### src/rtl/cache_ctrl.sv
// rtl/cache_ctrl.sv - single-outstanding read/write cache controller, write-through with allocate
//
// Purpose:
//   Accepts one CPU request at a time. Reads look up the external cache and
//   complete in one cycle on a hit. Misses fetch from memory and refill the
//   cache. Writes go straight to memory and update the cache in the handshake
//   cycle.
//
// Ports:
//   clk, rst                     clock, synchronous active-high reset
//   req_valid/ready/we/addr/wdata CPU request channel
//   resp_valid, resp_rdata       one-cycle completion pulse and read data
//   c_addr, c_hit, c_data        cache lookup (c_hit/c_data combinational from c_addr)
//   c_update, c_update_addr/data cache update strobe and payload
//   mem_valid/ready/we/addr/wdata memory request channel
//   mem_rvalid, mem_rdata        memory read return
//   hit_count, miss_count        lookup statistics (only with CACHE_CTRL_STATS_EN)
//
// Configuration:
//   CACHE_CTRL_STATS_EN  define to add saturating hit/miss counters.

module cache_ctrl #(
  parameter int XLEN = 32
) (
  input  logic            clk,
  input  logic            rst,
  input  logic            req_valid,
  output logic            req_ready,
  input  logic            req_we,
  input  logic [XLEN-1:0] req_addr,
  input  logic [XLEN-1:0] req_wdata,
  output logic            resp_valid,
  output logic [XLEN-1:0] resp_rdata,
  output logic [XLEN-1:0] c_addr,
  input  logic            c_hit,
  input  logic [XLEN-1:0] c_data,
  output logic            c_update,
  output logic [XLEN-1:0] c_update_addr,
  output logic [XLEN-1:0] c_update_data,
  output logic            mem_valid,
  input  logic            mem_ready,
  output logic            mem_we,
  output logic [XLEN-1:0] mem_addr,
  output logic [XLEN-1:0] mem_wdata,
  input  logic            mem_rvalid,
  input  logic [XLEN-1:0] mem_rdata
`ifdef CACHE_CTRL_STATS_EN
  ,
  output logic [31:0]     hit_count,
  output logic [31:0]     miss_count
`endif
);

  typedef enum logic [2:0] {
    S_IDLE,
    S_LOOKUP,
    S_MEM_REQ,
    S_MEM_WAIT,
    S_RESP
  } state_t;

  state_t          r_state;
  state_t          w_next;
  logic            r_we;
  logic [XLEN-1:0] r_addr;
  logic [XLEN-1:0] r_wdata;
  logic [XLEN-1:0] r_rdata;

  always_ff @(posedge clk) begin
    if (rst) begin
      r_state <= S_IDLE;
      r_we    <= 1'b0;
      r_addr  <= '0;
      r_wdata <= '0;
      r_rdata <= '0;
    end else begin
      r_state <= w_next;
      if (r_state == S_IDLE && req_valid) begin
        r_we    <= req_we;
        r_addr  <= req_addr;
        r_wdata <= req_wdata;
      end
      if (r_state == S_MEM_WAIT && mem_rvalid) begin
        r_rdata <= mem_rdata;
      end
    end
  end

  // Request fields are driven from the latched copy so they stay stable
  // while memory back-pressures.
  assign c_addr        = r_addr;
  assign c_update_addr = r_addr;
  assign mem_addr      = r_addr;
  assign mem_we        = r_we;
  assign mem_wdata     = r_wdata;

  always_comb begin
    w_next        = r_state;
    req_ready     = 1'b0;
    resp_valid    = 1'b0;
    resp_rdata    = r_rdata;
    mem_valid     = 1'b0;
    c_update      = 1'b0;
    c_update_data = r_wdata;
    if (rst) begin
      // Strobes held low while in reset so an abandoned transfer leaves no trace.
      resp_rdata = '0;
    end else begin
      unique case (r_state)
        S_IDLE: begin
          req_ready = 1'b1;
          if (req_valid) begin
            w_next = req_we ? S_MEM_REQ : S_LOOKUP;
          end
        end
        S_LOOKUP: begin
          if (c_hit) begin
            resp_valid = 1'b1;
            resp_rdata = c_data;
            w_next     = S_IDLE;
          end else begin
            w_next = S_MEM_REQ;
          end
        end
        S_MEM_REQ: begin
          mem_valid = 1'b1;
          if (mem_ready) begin
            if (r_we) begin
              // Write-allocate: refresh the cache in the handshake cycle.
              c_update = 1'b1;
              w_next   = S_RESP;
            end else begin
              w_next = S_MEM_WAIT;
            end
          end
        end
        S_MEM_WAIT: begin
          if (mem_rvalid) begin
            c_update      = 1'b1;
            c_update_data = mem_rdata;
            w_next        = S_RESP;
          end
        end
        S_RESP: begin
          resp_valid = 1'b1;
          w_next     = S_IDLE;
        end
        default: w_next = S_IDLE;
      endcase
    end
  end

`ifdef CACHE_CTRL_STATS_EN
  logic [31:0] r_hit_count;
  logic [31:0] r_miss_count;

  always_ff @(posedge clk) begin
    if (rst) begin
      r_hit_count  <= '0;
      r_miss_count <= '0;
    end else if (r_state == S_LOOKUP) begin
      if (c_hit) begin
        if (r_hit_count != 32'hFFFF_FFFF) r_hit_count <= r_hit_count + 32'd1;
      end else begin
        if (r_miss_count != 32'hFFFF_FFFF) r_miss_count <= r_miss_count + 32'd1;
      end
    end
  end

  assign hit_count  = r_hit_count;
  assign miss_count = r_miss_count;
`endif

endmodule

### config.mk
export PLATFORM = sky130hd
export DESIGN_NAME = cache_ctrl
export DESIGN_NICKNAME = d
export VERILOG_FILES = /design/src/rtl/cache_ctrl.sv
export SDC_FILE = /design/constraint.sdc
export NUM_CORES = 1
export LEC_CHECK = 0
export ABC_AREA = 1
export CAP_MARGIN = 20
export CORE_AREA = 5 5 125 127
export CTS_BUF_LIST = sky130_fd_sc_hd__clkbuf_2
export CTS_CLUSTER_DIAMETER = 80
export DETAILED_ROUTE_END_ITERATION = 10
export DIE_AREA = 0 0 130 132
export PLACE_DENSITY = 0.78
export SLEW_MARGIN = 20
export SYNTH_ARGS = -nofsm -noshare
export SYNTH_HDL_FRONTEND = slang
export SYNTH_SLANG_ARGS = --single-unit
export TNS_END_PERCENT = 1
### constraint.sdc
create_clock -name clk -period 2 [get_ports clk]
set_clock_uncertainty 0.05 [all_clocks]
set_input_delay 0.2 -clock clk [delete_from_list [all_inputs] [get_ports clk]]
set_output_delay 0.2 -clock clk [all_outputs]
set_load 0.05 [all_outputs]
**Word-level counts from Yosys, hierarchy flattened**

Index checks and enable logic that the tools add are counted.
Widths: inputs -> output; s select.

- $add $sub $neg: 0
- Reductions and logical operators: 4
- Equal/unequal tests: 7
- Mux-type cells: 25
- Shift operators: 0
- $lt $le $gt $ge: 0
- Multipliers: 0
- Bitwise logic cells: 0
- Divide/modulo/power cells: 0

Operators by type and width:

| operator | number |
|---|---|
| $mux 32 | 6 |
| $mux 3 | 4 |
| $pmux 3 s4 | 1 |
| $mux 1 | 10 |
| $eq 3x2->1 const B | 2 |
| $ne 2x2->1 const B | 3 |
| $mux 2 | 2 |
| $pmux 1 s2 | 2 |
| $eq 3x1->1 const B | 1 |
| $eq 3x3->1 const B | 1 |
| $logic_not 3->1 | 1 |
| $reduce_and 3->1 | 1 |
| $logic_and 1x1->1 | 2 |

- Memories: 0
- Logic and storage cells: 41
- Output and inout port bits: 197
- Latch bits: 0
- Memory bits (writable): 0
- Bits of input ports: 135
- ROM bits: 0
- Register bits: 100

**Logic depth before layout (Yosys ltp)**

Gate-level depths: netlist of run 1.

- Word-level depth: 4
- Mapped depth: 7
- Gate-level depth less buffers: 7

**Least setup slack after synthesis of run 1**

Ideal clock, no wire load.

- Path type: register -> output
- Start point: register r_state[2]
- End point: output resp_rdata[10]
- Path buffers: 3
- Arrival: 2.196 ns
- Required time: 1.750 ns
- Setup slack: -0.446 ns
- Cell stages (with the launch flop): 7
- Cell sequence: dfxtp_1 -> buf_2 -> nor2_1 -> nand3_1 -> buf_2 -> buf_1 -> a211oi_1

- Longest elaborated chain between the ends: 3

Ends and longest elaborated chain:

| what | RTL line | RTL |
|---|---|---|
| start: declaration | 62 | `state_t r_state;` |
| start signal: assignment | 77 | `r_state <= w_next;` |
| $eq 3x1->1 | 109 | `unique case (r_state)` |
| $mux 32 | 109 |  |
| $mux 32 | 105 | `if (rst) begin` |
| end: declaration | 33 | `output logic [XLEN-1:0] resp_rdata,` |

No other way between the ends.

**Worst setup path after layout of run 1**

- Start point: register r_state[2]
- End point: output c_update_data[25]

- Longest elaborated chain between the ends: 3

Ends and longest elaborated chain:

| what | RTL line | RTL |
|---|---|---|
| $eq 3x2->1 | 109 |  |
| $mux 32 | 109 |  |
| $mux 32 | 105 |  |
| end: declaration | 39 | `output logic [XLEN-1:0] c_update_data,` |

No other way between the ends.

==> metrics, run 1 <==
outcome=complete, but fails checks; failing checks=negative setup slack; Top Family by Delay on Critical Path=buffers and inverters; vias after detailed routing=5,602; hold slack=101.1 ps; RR Endpoint=mem_wdata[1]; Hold Crit Class=in -> reg; post-DR vias/cell=5.015; Final period util=115.7%; Rel. slew slack=slightly above 60%; synthesis-stage register bit count=100; initial DRC count=201; TritonCTS clock tree=built; total of max-cap violations=0; Pleak=4.137 nW; CTS clk-pin slew, worst paths=260 ps; # setup viols final=67; Post-Synthesis Cells=643; WP buf/inv=3; GRT Overall Usage=22.58%; crit-path cells=nor4_4, buf_6, clkbuf_16, nand2_2, o21ai_2, buf_12; max frequency=0.4322 GHz; share of the synthesized area in the top cell type=41.13%; Worst R2R Start=r_state[0]; Max H-tree Level=3; Hold Path Stages=3; worst hold start=req_addr[30]; Sink Count=100; max-slew violations=0; ANT nets after route=0; die width=130 um; Final Hold Vio Count=0; Avg Cell Area, Syn=7.569 um^2; Post-synth EDFFs=0; RSZ-0062 raised after global routing=true; DR WL/cell=19.40 um; cts bufs inserted=9; Syn Nets=between 700 and 800; GP Congestion=0.8474; fin nets=1,063; sequential area share after synthesis=around 40%; worst slew pin tran=592.2 ps; leading post-synthesis cells by cell area=dfxtp_1 (41%), a211oi_1 (10%), buf_4 (9.9%), nor2_1 (5.8%), nand2_1 (5.6%); clk_lat worst skew=around 600 ps; I/O pin total=roughly 330; crit end category=primary output; Setup TNS=-16,820 ps; Die Y=132 um; wirelength, routed=21,670 um; arrival time at the worst endpoint=2060 ps; synth unique cells=19; initial antenna violation count=2; Remaining DRCs=0; PwrDens=861.8 mW/mm^2; post-DP HPWL=14,780 um; r2r setup slk=360 ps; critical path class=reg -> out; CP peak stage delay=420 ps; first-pass GRT wire length=about 30,000 um; Startpoint Class=register; critical path required time=1750 ps; Die ar.=0.01716 mm^2; Initial Utilization=34.00%; crit-path max FO=7; total gr overflow=0; synth-to-layout area growth=96.89%; peak supply drop=0.5446 mV; DRT Pass-1 Iters=4; post-layout util=between 60 and 70%; fin crit period=around 2300 ps; Ys Warns=0; worst reg2reg path depth=5; CP max-delay cell=dfxtp_4; row cnt=44; final setup margin=-313.7 ps; number of port buffers=331; Clock Path Buffers=2; Post-Synthesis Cell Area=0.004867 mm^2; ys async rst share=0%; via count of the first global-routing pass=5,367; Min-Delay Endpoint=c_addr[30]; maximum number of pins on one net before global-route repair=104; layout cells sized above 1=around 28%; Root Buffer=clkbuf_2; Top FF cell, synth=dfxtp_1; core area=0.01431 mm^2; Yosys top cell by area=dfxtp_1
-- power breakdown --
part | total (W) | switching (W) | internal (W)
logic | 0.00478 | 0.00310 | 0.00168
registers | 0.00239 | 0.000159 | 0.00223
clock network | 0.00109 | 0.000673 | 0.000415
total | 0.00826 | 0.00393 | 0.00433
-- how the worst max path moves through the flow --
stage,slack (ps),endpoint,from,cells past startpoint
2_1_floorplan,-450,resp_rdata[10],r_state[2],6
3_3_place_gp,50,c_update_data[5],mem_rvalid,7
3_5_place_dp,-7,c_update_data[30],mem_rvalid,7
4_1_cts,-440,c_update_data[13],r_state[0],7
5_1_grt,-490,c_update_data[25],r_state[2],6
6_report,-310,c_update_data[25],r_state[2],6
-- Yosys cell counts, types with 2 or more instances --
library cell / number
o21ai_1: 5
a211oi_1: 65
o21ai_0: 28
clkbuf_1: 32
buf_1: 8
nand3_1: 7
inv_2: 2
nand4_1: 32
nand2_1: 72
dfxtp_1: 100
a21oi_1: 37
o31ai_1: 32
buf_2: 12
inv_1: 69
buf_4: 64
nor2_1: 75
-- timing repair --
action                                 4_1_cts  5_1_grt
gates resized for setup                    232       82
endpoints found under the hold margin        0        1
setup endpoints to repair                  197       73
cloned                                       2        4
hold buffers                                 0        1
setup buffers                                4        0
pin swaps                                    1        3
-- cell usage in the layout (no fill, tap or decap), drive strengths merged --
cell,n
a21oi,37
nand4,32
nor3,1
bufinv,2
clkdlybuf4s50,133
o31ai,32
dlygate4sd3,1
nor4,1
nor2,76
a211oi,65
dlygate4sd2,124
clkinvlp,2
dfxtp,100
o21ai,33
buf,123
nand2,72
clkbuf,17
clkdlybuf4s15,3
inv,71
nand3,7
diode,1
-- per-stage QoR --
stage,std cells,power (W),area [um^2],setup WS [ps]
after floorplan,643,0.005290,4867,-446.3
after global placement,1090,0.007116,8820,45.24
after detailed placement,1090,0.007160,8820,-7.287
after CTS,1111,0.008164,9166,-441.8
after global routing,1117,0.008591,9583,-488.7
final,1117,0.008258,9583,-313.7
-- cells by family after synthesis --
family / after synthesis / synth area share [%]
buf+inv: 187 / 19.67
simple gates: 189 / 17.04
flops: 100 / 41.13
compound gates: 167 / 22.16
-- worst register-to-register path, cell delays in order (launching register included) --
cell	delay (ps)
dfxtp_4	410
buf_4	140
nor2_4	290
nand3_4	120
buf_4	280
a211oi_1	270
-- state kept, by name (all words and copies together), names as in the netlist --
signal     cells
c_addr        32
mem_wdata     32
r_rdata       32
mem_we         1
r_state        3
-- area by class of cell --
type / instances / area, um^2
fill: 1137 / 4731
timing repair buffer: 390 / 4451
multi-input combinational: 356 / 2490
sequential: 100 / 2013
inverter: 71 / 266.5
tap: 184 / 230.2
clock inverter: 4 / 75.07
clock buffer: 11 / 55.05
antenna: 1 / 2.502
-- metal layers --
metal | track usage [%] | routed length (um) | part of all wire [%] | vias to the layer above
met3 | 6.767 | 1674 | 7.7 | 45
met2 | 39.80 | 11310 | 52 | 248
met4 | 7.159 | 615 | 2.8 | 2
met5 | 0 | 13 | 0.060 | -
li1 | - | - | - | 2676
met1 | 25.90 | 8055 | 37 | 2631
No activity file was read; power rests on OpenSTA's default activity.
==> run 2, diff against run 1 <==
- GPL_TIMING_DRIVEN: default -> 1
- MAX_ROUTING_LAYER: default -> met4
==> metrics, run 2 (synthesis results as in run 1) <==
crit-path max FO=7; GP Congestion=0.8607; Die ar.=0.01716 mm^2; PwrDens=861.1 mW/mm^2; Rel. slew slack=62.44%; Hold Path Stages=3; commonest non-fill, non-tap cells in the layout=clkdlybuf4s50_1 (133), dlygate4sd2_1 (129), dfxtp_1 (97); via count of the first global-routing pass=about 5,400; cts bufs inserted=9; r2r setup slk=380 ps; post-DP HPWL=14,780 um; crit end category=primary output; Final Hold Vio Count=0; failing checks=negative setup slack; worst slew pin tran=565.6 ps; multi-input logic area=0.002495 mm^2; TritonCTS clock tree=built; DR WL/cell=19.28 um; # setup viols final=67; Max H-tree Level=3; row cnt=44; max-slew violations=0; clk_lat worst skew=590 ps; Pleak=4.156 nW; fin crit period=2308 ps; arrival time at the worst endpoint=2060 ps; Hold Crit Class=in -> reg; # fillers=1,133; outcome=complete, but fails checks; initial DRC count=254; Root Buffer=clkbuf_2; max frequency=0.4333 GHz; critical path required time=~1800 ps; RSZ-0062 raised after global routing=true; GRT Overall Usage=23.19%; post-DR vias/cell=~5; I/O pin total=between 300 and 400; DRT Pass-1 Iters=4; synth-to-layout area growth=96.92%; placed inst area=0.008820 mm^2; fin nets=1,062; peak supply drop=0.5461 mV; maximum number of pins on one net before global-route repair=104; core area=0.01431 mm^2; Clock Path Buffers=2; Remaining DRCs=0; Initial Utilization=approximately a third; post-layout util=66.96%; critical path class=reg -> out; total of max-cap violations=0; number of port buffers=331; Startpoint Class=register; Sink Count=100; final setup margin=-308.0 ps; wirelength, routed=21,540 um; commonest non-fill, non-tap cell in the layout=clkdlybuf4s50_1; layout cells sized above 1=28.14%; worst reg2reg path depth=5; die width=130 um; initial antenna violation count=2; ANT nets after route=0; CTS clk-pin slew, worst paths=260 ps; vias after detailed routing=around 5,600; first-pass GRT wire length=30,190 um; Die Y=132 um; Final period util=115.4%; flip-flop and latch area=0.002013 mm^2; total gr overflow=0; Final Cell Area=~0.0096 mm^2
==> run 2: per-layer routing <==
metal  vias to the layer above  share of wire, %  GRT usage [%]
met5                         -                 0              -
met2                       236                53          39.86
met3                        43               6.4          4.903
met4                         0               2.6          8.199
li1                       2677                 -              -
met1                      2641                38          26.42
==> run 2: power breakdown <==
group,total (W),switching (W),leakage (nW),internal (W)
Sequential,0.00239,0.000158,0.821,0.00223
Combinational,0.00478,0.00310,3.26,0.00168
Clock,0.00109,0.000671,0.0743,0.000415
==> run 2: worst paths after layout <==
| check | startpoint | end |
|---|---|---|
| min reg2reg | c_addr[26] | c_addr[26] |
| max reg2reg | r_state[0] | mem_wdata[1] |
| min | req_addr[27] | c_addr[27] |
| max | r_state[2] | c_update_data[16] |
==> run 2: per-stage QoR <==
step                worst slack (ps)  total power [W]  cells  hold slack (ps)  setup TNS, ps
global route                  -471.3         0.008582   1117            15.29         -28250
detailed placement            -7.287         0.007160   1090            412.9         -57.45
CTS                           -441.8         0.008164   1111            15.16         -23890
global placement               45.24         0.007116   1090            406.4              0
finish                        -308.0         0.008253   1117            92.64         -17010
floorplan                     -446.3         0.005290    643            276.0         -16260
==> run 2: final cells by class <==
cell class / instances / area share [%]
Antenna cell: 2 / 0.05222
Timing Repair Buffer: 389 / 46.37
Inverter: 71 / 2.781
Tap cell: 184 / 2.402
Sequential cell: 100 / 21.01
Multi-Input combinational cell: 356 / 26.03
Clock buffer: 11 / 0.5744
Clock inverter: 4 / 0.7833
==> run 2: worst max-delay path, cell delays in order (launching register included) <==
cell       delay, ps
dfxtp_4          420
nor4_4           300
buf_6            240
clkbuf_16        210
nand2_2           70
o21ai_2           80
buf_12           160
==> run 2: repair_timing <==
action	4_1_cts	5_1_grt
gates resized for setup	232	76
setup endpoints to repair	197	68
buffers inserted	4	0
cloned	2	4
pin swaps	1	3
hold buffers	0	0
==> run 3, diff against run 2 <==
- HOLD_SLACK_MARGIN: default -> 0.1
==> metrics, run 3 (synthesis results as in run 1) <==
die width=130 um; DRT Pass-1 Iters=5; maximum number of pins on one net before global-route repair=74; commonest non-fill, non-tap cell in the layout=clkdlybuf4s50_1; arrival time at the worst endpoint=2200 ps; row cnt=44; cts bufs inserted=9; post-DP HPWL=14,780 um; crit-path max FO=52; GRT Overall Usage=roughly a quarter; core area=0.01431 mm^2; Final period util=122.3%; Rel. slew slack=51.02%; RSZ-0062 raised after global routing=true; cell count after placement=between 1,000 and 1,500; hold slack=189.8 ps; crit end category=primary output; Worst R2R Start=r_state[0]; wirelength, routed=23,910 um; post-DR vias/cell=5.080; Final Non-Filler Cells=1,194; via count of the first global-routing pass=~6,100; Int Power=~0.0044 W; max-slew violations=0; synth-to-layout area growth=112.3%; outcome=complete, but fails checks; Root Buffer=clkbuf_2; Initial Utilization=34.00%; critical path class=reg -> out; commonest non-fill, non-tap cells in the layout=clkdlybuf4s50_1 (133), dlygate4sd2_1 (107), dfxtp_1 (97); fin crit period=2446 ps; Psw=around 0.0040 W; post-layout util=roughly 72%; failing checks=negative setup slack; fin nets=1,139; first-pass GRT wire length=roughly 34,000 um; total gr overflow=0; CTS clk-pin slew, worst paths=about 250 ps; clk_lat worst skew=approximately 600 ps; worst hold start=req_wdata[11]; Remaining DRCs=0; TritonCTS clock tree=built; Clock Path Buffers=2; vias after detailed routing=between 6,000 and 7,000; Final Hold Vio Count=0; initial antenna violation count=1; peak supply drop=0.5305 mV; total of max-cap violations=0; critical path required time=roughly 1800 ps; Hold Crit Class=in -> reg; Max H-tree Level=3; Gate power share=roughly 59%; initial DRC count=263; Clock power frac=13.0%; Startpoint Class=register; worst slew pin tran=734.7 ps; # setup viols final=between 60 and 70; ANT nets after route=0; DR WL/cell=~20 um; Pleak=4.483 nW; Die ar.=around 0.017 mm^2; final setup margin=-446.4 ps; layout cells sized above 1=25.79%; crit path from=r_state[0]; max frequency=0.4088 GHz; Sw Share=47.62%; Flop pwr share=between 20% and 30%; Sink Count=100; I/O pin total=around 330; Die Y=around 130 um; GP Congestion=0.8607; number of port buffers=331; PwrDens=817.6 mW/mm^2; worst slack at placement=-7.287 ps; # fillers=968
==> run 3: through the flow <==
| step | total power (W) | TNS, ps | area, um^2 |
|---|---|---|---|
| CTS | 0.008290 | -33690 | 9937 |
| finish | 0.008449 | -22300 | 10330 |
| detailed placement | 0.007160 | -57.45 | 8820 |
| global route | 0.008762 | -32730 | 10330 |
| global placement | 0.007116 | 0 | 8820 |
| floorplan | 0.005290 | -16260 | 4867 |
==> run 3: critical path, stage by stage (launching register included) <==
cell and delay (ps):
dfxtp_4 420, inv_2 80, nor2_2 50, nand3_2 100, buf_12 280, nor2_1 80
a211oi_1 260, buf_4 180, buf_12 130
==> run 3: final timing paths <==
kind	endpoint	slack [ps]	cells after the start
worst max-delay path	resp_rdata[15]	-450	8
worst min-delay path	mem_wdata[11]	190	3
worst max register to register	r_rdata[26]	350	7
worst min register to register	r_rdata[0]	450	2
==> run 3: power by group through the flow <==
stage                     Combinational (W)  Sequential, W  Clock, W
after floorplan                     0.00218        0.00311         0
after global placement              0.00469        0.00242         0
after detailed placement            0.00473        0.00243         0
after CTS                           0.00477        0.00239   0.00114
after global routing                0.00513        0.00243   0.00120
final                               0.00495        0.00240   0.00110
==> run 3: final cells by class <==
class | instances | area (um^2) | area share, %
tap | 184 | 230.2 | 2.228
clock buffer | 11 | 55.05 | 0.5328
multi-input combinational | 356 | 2507 | 24.26
sequential | 100 | 2013 | 19.48
clock inverter | 4 | 75.07 | 0.7265
timing repair buffer | 466 | 5181 | 50.14
inverter | 71 | 266.5 | 2.579
antenna | 2 | 5.005 | 0.04843
==> run 3: layer usage <==
metal	global-route usage [%]	share of wire [%]	up-vias
li1	-	-	2833
met1	28.04	37	2880
met2	44.38	52	277
met3	6.280	6.2	75
met4	10.51	4.3	0
met5	-	0	-
==> run 3: what timing repair did <==
action                                  4_1_cts  5_1_grt
gates resized for setup                     232      104
pin swaps                                     1        4
hold endpoints to repair                     79        0
gates cloned                                  2        3
endpoints found under the setup margin      197      106
buffers inserted                              4        1
hold buffers                                 77        0
